===== src/rtl/seg7_pkg.sv =====
// Shared definitions for the multiplexed 7-segment scanner.
//   state_e : scan FSM states
//   FONT    : active-high g..a segment patterns for hex digits 0..F
//   to_pin  : maps an active-high logical level onto a pin of either polarity
package seg7_pkg;

  typedef enum logic {
    ST_BLANK = 1'b0,
    ST_SHOW  = 1'b1
  } state_e;

  localparam logic [6:0] FONT [16] = '{
    7'h3F, 7'h06, 7'h5B, 7'h4F, 7'h66, 7'h6D, 7'h7D, 7'h07,
    7'h7F, 7'h6F, 7'h77, 7'h7C, 7'h39, 7'h5E, 7'h79, 7'h71
  };

  function automatic logic to_pin(input logic active, input bit active_low);
    return active ^ active_low;
  endfunction

endpackage


===== src/rtl/seg7_hex_decode.sv =====
// Combinational hex-to-7-segment decoder.
//   nibble  : 4-bit hex value
//   pattern : active-high segments, pattern[6:0] = g..a
module seg7_hex_decode
  import seg7_pkg::*;
(
  input  logic [3:0] nibble,
  output logic [6:0] pattern
);

  always_comb begin
    pattern = FONT[nibble];
  end

endmodule


===== src/rtl/seg7_scan_n.sv =====
// Multiplexed scanner for NUM_DIGITS common-anode 7-segment digits.
// Each digit slot is BLANK_TICKS ticks dark followed by ON_TICKS ticks lit;
// the displayed value is captured into shadow registers once per frame.
//   clk, reset  : system clock, synchronous active-high reset
//   value       : hex nibbles, nibble 0 = rightmost digit
//   dp          : decimal point per digit, 1 = lit
//   digit_en    : 1 = digit may light
//   lz_blank    : 1 = blank leading zero digits
//   an          : anode drives, one-hot active while a digit is shown
//   seg         : seg[7] = dp, seg[6:0] = g..a
//   frame_tick  : one-cycle pulse when the frame wraps
module seg7_scan_n
  import seg7_pkg::*;
#(
  parameter int NUM_DIGITS     = 4,
  parameter int CLK_DIV        = 100000,
  parameter int ON_TICKS       = 1,
  parameter int BLANK_TICKS    = 1,
  parameter int SEG_ACTIVE_LOW = 1,
  parameter int AN_ACTIVE_LOW  = 1
) (
  input  logic                    clk,
  input  logic                    reset,
  input  logic [4*NUM_DIGITS-1:0] value,
  input  logic [NUM_DIGITS-1:0]   dp,
  input  logic [NUM_DIGITS-1:0]   digit_en,
  input  logic                    lz_blank,
  output logic [NUM_DIGITS-1:0]   an,
  output logic [7:0]              seg,
  output logic                    frame_tick
);

  localparam int DIV_W    = (CLK_DIV > 1) ? $clog2(CLK_DIV) : 1;
  localparam int IDX_W    = (NUM_DIGITS > 1) ? $clog2(NUM_DIGITS) : 1;
  localparam int SLOT_MAX = (ON_TICKS > BLANK_TICKS) ? ON_TICKS : BLANK_TICKS;
  localparam int SLOT_W   = (SLOT_MAX > 1) ? $clog2(SLOT_MAX) : 1;

  localparam logic [DIV_W-1:0]      DIV_LAST   = DIV_W'(CLK_DIV - 1);
  localparam logic [IDX_W-1:0]      IDX_LAST   = IDX_W'(NUM_DIGITS - 1);
  localparam logic [SLOT_W-1:0]     ON_LAST    = SLOT_W'(ON_TICKS - 1);
  localparam logic [SLOT_W-1:0]     BLANK_LAST = SLOT_W'((BLANK_TICKS > 0) ? BLANK_TICKS - 1 : 0);
  localparam state_e                ST_RESET   = (BLANK_TICKS > 0) ? ST_BLANK : ST_SHOW;
  localparam logic [NUM_DIGITS-1:0] AN_OFF     = {NUM_DIGITS{AN_ACTIVE_LOW != 0}};
  localparam logic [7:0]            SEG_OFF    = {8{SEG_ACTIVE_LOW != 0}};

  logic [DIV_W-1:0]      div_q, div_d;
  state_e                state_q, state_d;
  logic [IDX_W-1:0]      idx_q, idx_d;
  logic [SLOT_W-1:0]     slot_q, slot_d;
  logic [4*NUM_DIGITS-1:0] sh_value_q, sh_value_d;
  logic [NUM_DIGITS-1:0] sh_dp_q, sh_dp_d;
  logic [NUM_DIGITS-1:0] sh_en_q, sh_en_d;
  logic                  sh_lz_q, sh_lz_d;
  logic [NUM_DIGITS-1:0] an_q, an_d;
  logic [7:0]            seg_q, seg_d;
  logic                  frame_tick_q, frame_tick_d;

  logic                  tick;
  logic                  wrap;
  logic                  zero_above;
  logic [NUM_DIGITS-1:0] lz_mask;
  logic [3:0]            cur_nib;
  logic                  cur_dp;
  logic                  cur_en;
  logic                  cur_lzb;
  logic                  lit;
  logic [6:0]            pattern;
  logic [NUM_DIGITS-1:0] an_raw;
  logic [7:0]            seg_raw;

  // Divider, scan FSM and frame-wrap shadow capture.
  always_comb begin
    tick       = (div_q == DIV_LAST);
    div_d      = tick ? '0 : div_q + DIV_W'(1);
    state_d    = state_q;
    idx_d      = idx_q;
    slot_d     = slot_q;
    wrap       = 1'b0;
    sh_value_d = sh_value_q;
    sh_dp_d    = sh_dp_q;
    sh_en_d    = sh_en_q;
    sh_lz_d    = sh_lz_q;

    if (tick) begin
      case (state_q)
        ST_BLANK: begin
          if (slot_q == BLANK_LAST) begin
            state_d = ST_SHOW;
            slot_d  = '0;
          end else begin
            slot_d = slot_q + SLOT_W'(1);
          end
        end
        ST_SHOW: begin
          if (slot_q == ON_LAST) begin
            state_d = (BLANK_TICKS == 0) ? ST_SHOW : ST_BLANK;
            slot_d  = '0;
            if (idx_q == IDX_LAST) begin
              idx_d = '0;
              wrap  = 1'b1;
            end else begin
              idx_d = idx_q + IDX_W'(1);
            end
          end else begin
            slot_d = slot_q + SLOT_W'(1);
          end
        end
      endcase
    end

    if (wrap) begin
      sh_value_d = value;
      sh_dp_d    = dp;
      sh_en_d    = digit_en;
      sh_lz_d    = lz_blank;
    end
  end

  // Leading-zero mask over the shadow word, scanning from the top nibble down.
  // Uses the post-edge shadow so a digit 0 shown right at a wrap sees the new frame.
  always_comb begin
    lz_mask    = '0;
    zero_above = 1'b1;
    for (int unsigned i = NUM_DIGITS - 1; i >= 1; i--) begin
      zero_above = zero_above && (sh_value_d[4*i +: 4] == 4'h0);
      lz_mask[i] = sh_lz_d && zero_above;
    end
  end

  always_comb begin
    cur_nib = '0;
    cur_dp  = 1'b0;
    cur_en  = 1'b0;
    cur_lzb = 1'b0;
    for (int unsigned k = 0; k < NUM_DIGITS; k++) begin
      if (IDX_W'(k) == idx_d) begin
        cur_nib = sh_value_d[4*k +: 4];
        cur_dp  = sh_dp_d[k];
        cur_en  = sh_en_d[k];
        cur_lzb = lz_mask[k];
      end
    end
  end

  seg7_hex_decode u_decode (
    .nibble  (cur_nib),
    .pattern (pattern)
  );

  // Output pins are registered from the post-edge scan position so they
  // change on the same tick edge as the FSM.
  always_comb begin
    an_raw  = '0;
    seg_raw = '0;
    lit     = (state_d == ST_SHOW) && cur_en && !cur_lzb;
    if (lit) begin
      for (int unsigned k = 0; k < NUM_DIGITS; k++) begin
        an_raw[k] = (IDX_W'(k) == idx_d);
      end
      seg_raw = {cur_dp, pattern};
    end

    an_d  = an_q;
    seg_d = seg_q;
    if (tick) begin
      for (int unsigned k = 0; k < NUM_DIGITS; k++) begin
        an_d[k] = to_pin(an_raw[k], AN_ACTIVE_LOW != 0);
      end
      for (int unsigned k = 0; k < 8; k++) begin
        seg_d[k] = to_pin(seg_raw[k], SEG_ACTIVE_LOW != 0);
      end
    end
    frame_tick_d = wrap;
  end

  always_ff @(posedge clk) begin
    if (reset) begin
      div_q        <= '0;
      state_q      <= ST_RESET;
      idx_q        <= '0;
      slot_q       <= '0;
      sh_value_q   <= '0;
      sh_dp_q      <= '0;
      sh_en_q      <= '0;
      sh_lz_q      <= 1'b0;
      an_q         <= AN_OFF;
      seg_q        <= SEG_OFF;
      frame_tick_q <= 1'b0;
    end else begin
      div_q        <= div_d;
      state_q      <= state_d;
      idx_q        <= idx_d;
      slot_q       <= slot_d;
      sh_value_q   <= sh_value_d;
      sh_dp_q      <= sh_dp_d;
      sh_en_q      <= sh_en_d;
      sh_lz_q      <= sh_lz_d;
      an_q         <= an_d;
      seg_q        <= seg_d;
      frame_tick_q <= frame_tick_d;
    end
  end

  assign an         = an_q;
  assign seg        = seg_q;
  assign frame_tick = frame_tick_q;

endmodule


===== config.mk =====
export PLATFORM = sky130hd
export DESIGN_NAME = seg7_scan_n
export DESIGN_NICKNAME = d
export VERILOG_FILES = /design/src/rtl/seg7_pkg.sv /design/src/rtl/seg7_hex_decode.sv /design/src/rtl/seg7_scan_n.sv
export SDC_FILE = /design/constraint.sdc
export NUM_CORES = 1
export LEC_CHECK = 0
export ABC_AREA = 1
export CAP_MARGIN = 5
export CORE_UTILIZATION = 64
export DETAILED_ROUTE_END_ITERATION = 6
export DONT_BUFFER_PORTS = 1
export PLACE_DENSITY_LB_ADDON = 0.08
export SYNTH_ARGS = -nofsm -noshare
export SYNTH_HDL_FRONTEND = slang
export SYNTH_SLANG_ARGS = --single-unit
export TNS_END_PERCENT = 20

===== constraint.sdc =====
create_clock -name clk -period 2.9 [get_ports clk]
set_input_delay 0.87 -clock clk [delete_from_list [all_inputs] [get_ports clk]]
set_output_delay 0.87 -clock clk [all_outputs]
set_load 0.01 [all_outputs]

==> impl_results.html <==
<table>
<tr><th>Metric</th><th>Value</th></tr>
<tr><th colspan="2">Flow run</th></tr>
<tr><td>Max-capacitance violation count</td><td>0</td></tr>
<tr><th colspan="2">Timing</th></tr>
<tr><td>Highest attainable clock frequency</td><td>approximately 380 MHz</td></tr>
<tr><td>Normalized max-slew margin</td><td>between 50% and 60%</td></tr>
<tr><td>Number of setup violations in the final report</td><td>0</td></tr>
<tr><td>Worst setup slack after layout</td><td>about 250 ps</td></tr>
<tr><td>Tmin final</td><td>about 2600 ps</td></tr>
<tr><td>Total count of max-transition violations in the final report</td><td>0</td></tr>
<tr><td>Total negative setup slack</td><td>0 ps</td></tr>
<tr><td>Fraction of the cycle the final worst path needs</td><td>between 90% and 100%</td></tr>
<tr><td>Hold violation count in the final report</td><td>0</td></tr>
<tr><td>Largest clock skew in the final design</td><td>~9.9 ps</td></tr>
<tr><td>RSZ-0062 raised after global routing</td><td>yes</td></tr>
<tr><td>Transition time at the pin with the least slew margin</td><td>between 600 and 700 ps</td></tr>
<tr><th colspan="2">Synthesis</th></tr>
<tr><td>Mapped Area</td><td>around 3600 sq um</td></tr>
<tr><td>Post-synth net total</td><td>between 500 and 600</td></tr>
<tr><td>Area share of the largest cell type after synthesis</td><td>around a third</td></tr>
<tr><td>Count of state elements after synthesis</td><td>58</td></tr>
<tr><td>EDFF count, synth</td><td>0</td></tr>
<tr><td>Post-synthesis instance total</td><td>approximately 530</td></tr>
<tr><td>Cell taking the most area after synthesis</td><td>sky130_fd_sc_hd__dfxtp_1</td></tr>
<tr><td>Per-instance average area after synthesis</td><td>between 6 and 7 sq um</td></tr>
<tr><td>Number of unique standard cell types used by synthesis</td><td>35</td></tr>
<tr><td>Most instantiated flip-flop cell in the synthesis netlist</td><td>sky130_fd_sc_hd__dfxtp_1</td></tr>
<tr><td>Number of warning messages in the yosys log</td><td>0</td></tr>
<tr><td>Commonest cells in the synthesized netlist</td><td>sky130_fd_sc_hd__nand2_1 (133), sky130_fd_sc_hd__nor2_1 (78), sky130_fd_sc_hd__inv_1 (61)</td></tr>
<tr><td>Sequential fraction of the synthesis area</td><td>about 32%</td></tr>
<tr><td>Most area-consuming cells after synthesis</td><td>sky130_fd_sc_hd__dfxtp_1 (32%), sky130_fd_sc_hd__nand2_1 (14%), sky130_fd_sc_hd__nor2_1 (8.1%), sky130_fd_sc_hd__inv_1 (6.4%), sky130_fd_sc_hd__nand4_1 (4.0%)</td></tr>
<tr><td>Fraction of registers with async set or reset after synthesis</td><td>0%</td></tr>
<tr><td>Most frequently used cell type in the post-synthesis netlist</td><td>sky130_fd_sc_hd__nand2_1</td></tr>
<tr><th colspan="2">Critical path</th></tr>
<tr><td>Worst stage delay on the critical path</td><td>~360 ps</td></tr>
<tr><td>Largest fanout on the critical path</td><td>10</td></tr>
<tr><td>Highest-delay cell along the critical path</td><td>sky130_fd_sc_hd__dfxtp_1</td></tr>
<tr><td>Data arrival time of the worst path</td><td>~2900 ps</td></tr>
<tr><td>CP cell instances</td><td>ha_1 -&gt; nand2_1 -&gt; nor2_4 -&gt; nand3_2 -&gt; nor2_2 -&gt; buf_4 -&gt; nand4_1 -&gt; nand2_1 -&gt; nor2_2 -&gt; nor2_1 -&gt; nand3_1 -&gt; ha_1 -&gt; inv_1 -&gt; nand4_1 -&gt; nand3_1 -&gt; nand3_2 -&gt; nand2_1 -&gt; inv_1</td></tr>
<tr><td>Category of the most critical setup path</td><td>flip-flop to flip-flop</td></tr>
<tr><td>Capturing element type of the critical path</td><td>flip-flop</td></tr>
<tr><td>Setup crit start kind</td><td>flip-flop</td></tr>
<tr><td>Req. time, crit path</td><td>about 3100 ps</td></tr>
<tr><td>Dominant cell type by count on the critical path</td><td>sky130_fd_sc_hd__nand2_1</td></tr>
<tr><th colspan="2">GRT</th></tr>
<tr><td>Via count of the first global-routing pass</td><td>around 3.1k</td></tr>
<tr><td>Antenna violations before repair</td><td>0</td></tr>
<tr><td>Global-route wire length before repair</td><td>between 10000 and 15000 um</td></tr>
<tr><td>Pin count of the biggest net entering global routing</td><td>31</td></tr>
<tr><td>Total GRT Usage</td><td>roughly 28%</td></tr>
<tr><td>Residual overflow from global routing</td><td>0</td></tr>
<tr><th colspan="2">Placement</th></tr>
<tr><td>Worst Setup Slack post-DPL</td><td>about 240 ps</td></tr>
<tr><td>Weighted congestion reported at the end of routability-driven placement</td><td>between 0.9 and 1</td></tr>
<tr><td>Count of buffers from port buffering</td><td>0</td></tr>
<tr><td>Placed cell areas</td><td>approximately 3600 sq um</td></tr>
<tr><td>Total instance count after detailed placement</td><td>roughly 590</td></tr>
<tr><td>Dpl hpwl</td><td>5950 um</td></tr>
<tr><th colspan="2">Clock network</th></tr>
<tr><td>Setup repair bufs after CTS</td><td>0</td></tr>
<tr><td>Total of hold buffers inserted after clock tree synthesis</td><td>0</td></tr>
<tr><td>CTS tree</td><td>yes</td></tr>
<tr><td>CTS root buf</td><td>sky130_fd_sc_hd__clkbuf_8</td></tr>
<tr><td>Number of instances resized during post-cts repair</td><td>0</td></tr>
<tr><td>Insertion delay of the later-clocked pin in the worst-skew pair</td><td>340 ps</td></tr>
<tr><td>Total clock buffers created by CTS</td><td>9</td></tr>
<tr><td>Max Root-Sink Buffers</td><td>2</td></tr>
<tr><td>Clock slew seen by the registers of the worst setup and hold paths</td><td>70 ps</td></tr>
<tr><td>Clock Sinks</td><td>58</td></tr>
<tr><td>Maximum level of the CTS H-tree</td><td>3</td></tr>
<tr><th colspan="2">Die</th></tr>
<tr><td>Die footprint</td><td>between 5000 and 6000 sq um</td></tr>
<tr><td>Top-Level Pins</td><td>40</td></tr>
<tr><td>Row Count</td><td>26</td></tr>
<tr><td>Die span in x</td><td>76.9 um</td></tr>
<tr><td>Die boundary height</td><td>around 77 um</td></tr>
<tr><td>CORE AREA</td><td>5270 sq um</td></tr>
<tr><td>Starting Density</td><td>68.2%</td></tr>
<tr><th colspan="2">Drt</th></tr>
<tr><td>Post-route ant nets</td><td>0</td></tr>
<tr><td>Number of DRC violations after detailed routing</td><td>0</td></tr>
<tr><td>Mean number of vias per cell</td><td>between 5 and 6</td></tr>
<tr><td>Total via count in the routed design</td><td>~3.1k</td></tr>
<tr><td>Routed wire per std cell</td><td>about 13 um</td></tr>
<tr><td>1st-iter DRT viols</td><td>around 160</td></tr>
<tr><td>TritonRoute pass-1 iters</td><td>4</td></tr>
<tr><td>Sum of routed wire length over all layers</td><td>~7700 um</td></tr>
<tr><th colspan="2">Finish</th></tr>
<tr><td>Share of cells above drive strength 1</td><td>20.8%</td></tr>
<tr><td>Antenna diodes</td><td>0</td></tr>
<tr><td>Number of nets in the layout</td><td>564</td></tr>
<tr><td>Cell Count, Final, Fillers Out</td><td>a little over 600</td></tr>
<tr><td>Area Overhead vs Synth</td><td>6.02%</td></tr>
<tr><td>Fraction of the core area covered by cells at the end of the flow</td><td>approximately 72%</td></tr>
<tr><td>Post-route cell area</td><td>approximately 3800 sq um</td></tr>
<tr><th colspan="2">Run status</th></tr>
<tr><td>Status</td><td>finished clean</td></tr>
<tr><th colspan="2">Pwr</th></tr>
<tr><td>Static leakage power</td><td>~1.6 nW</td></tr>
<tr><td>PD cells</td><td>just under 400 nW/um^2</td></tr>
<tr><td>Highest ir drop seen on vdd</td><td>approximately 0.00033 V</td></tr>
<tr><th colspan="2">Hold path</th></tr>
<tr><td>Hold WC Path Type</td><td>flip-flop to flip-flop</td></tr>
</table>
[per-stage QoR]
step / power [mW] / hold slack [ps]
floorplan: 0.841 / 418
global placement: 0.841 / 430
detailed placement: 0.842 / 446
CTS: 1.48 / 460
global route: 1.51 / 488
finish: 1.47 / 459
[sequential cells by signal, indices dropped and copies added, names as in the netlist]
register,cells
sh_dp_q,4
sh_en_q,4
seg,8
state_q,1
sh_value_q,16
an,4
div_q,17
frame_tick,1
idx_q,2
sh_lz_q,1
[metal layers]
metal,track usage (%),vias to the layer above,part of all wire (%)
li1,-,1643,-
met1,35.2,1393,48
met4,14.4,0,2.4
met2,46.9,68,45
met5,0,-,0
met3,4.64,15,4.3
[final cells by class]
| cell class | instances | area [sq um] |
|---|---|---|
| Clock buffer | 13 | 149 |
| Clock inverter | 3 | 15.0 |
| Fill cell | 447 | 1460 |
| Inverter | 77 | 289 |
| Multi-Input combinational cell | 375 | 2050 |
| Sequential cell | 58 | 1160 |
| Tap cell | 70 | 87.6 |
| Timing Repair Buffer | 8 | 60.1 |
[report_power, final]
| group | leakage, nW | total (mW) | internal [mW] | switching [mW] |
|---|---|---|---|---|
| sequential | 0.468 | 0.803 | 0.800 | 0.00271 |
| combinational | 1.09 | 0.0210 | 0.00656 | 0.0144 |
| clock | 0.0872 | 0.648 | 0.330 | 0.318 |
[cell families after synthesis]
kind of cell | synth area share (%)
mux | 0.557
fa+ha+maj | 2.78
buf+inv | 11.0
flops | 32.3
xor+xnor | 1.46
compound gates | 5.81
simple gates | 46.0
[path summary, 6_finish.rpt]
path / start / end / slack [ps] / cells past startpoint
setup / recovery: div_q[0] / seg[0] / 250 / 18
hold / removal: div_q[0] / div_q[0] / 460 / 1
setup reg to reg: div_q[0] / seg[0] / 250 / 18
hold reg to reg: div_q[0] / div_q[0] / 460 / 1
[critical path: cells and delay by family, from the launching register on]
family / cells / cell delay (ps)
buffers and inverters: 3 / 310
and+or+nand+nor: 13 / 1380
DFF: 1 / 360
adders and majority gates: 2 / 480
[cells in the final DEF (no fill, tap or decap), types with 4 or more instances in the layout]
cell type / count
sky130_fd_sc_hd__nand2_1: 133
sky130_fd_sc_hd__nor2_1: 76
sky130_fd_sc_hd__inv_1: 61
sky130_fd_sc_hd__dfxtp_1: 58
sky130_fd_sc_hd__nand3_1: 24
sky130_fd_sc_hd__nand4_1: 23
sky130_fd_sc_hd__inv_2: 16
sky130_fd_sc_hd__nand2_2: 15
sky130_fd_sc_hd__nor2_4: 12
sky130_fd_sc_hd__a21oi_1: 11
sky130_fd_sc_hd__nor2_2: 10
sky130_fd_sc_hd__nand3_2: 10
sky130_fd_sc_hd__clkbuf_8: 10
sky130_fd_sc_hd__o21ai_0: 8
sky130_fd_sc_hd__buf_4: 8
sky130_fd_sc_hd__or2_2: 7
sky130_fd_sc_hd__ha_1: 7
sky130_fd_sc_hd__o21ai_2: 6
sky130_fd_sc_hd__xor2_1: 5
sky130_fd_sc_hd__nand2_4: 4
sky130_fd_sc_hd__a21oi_2: 4
(Power assumes the default switching activity.)
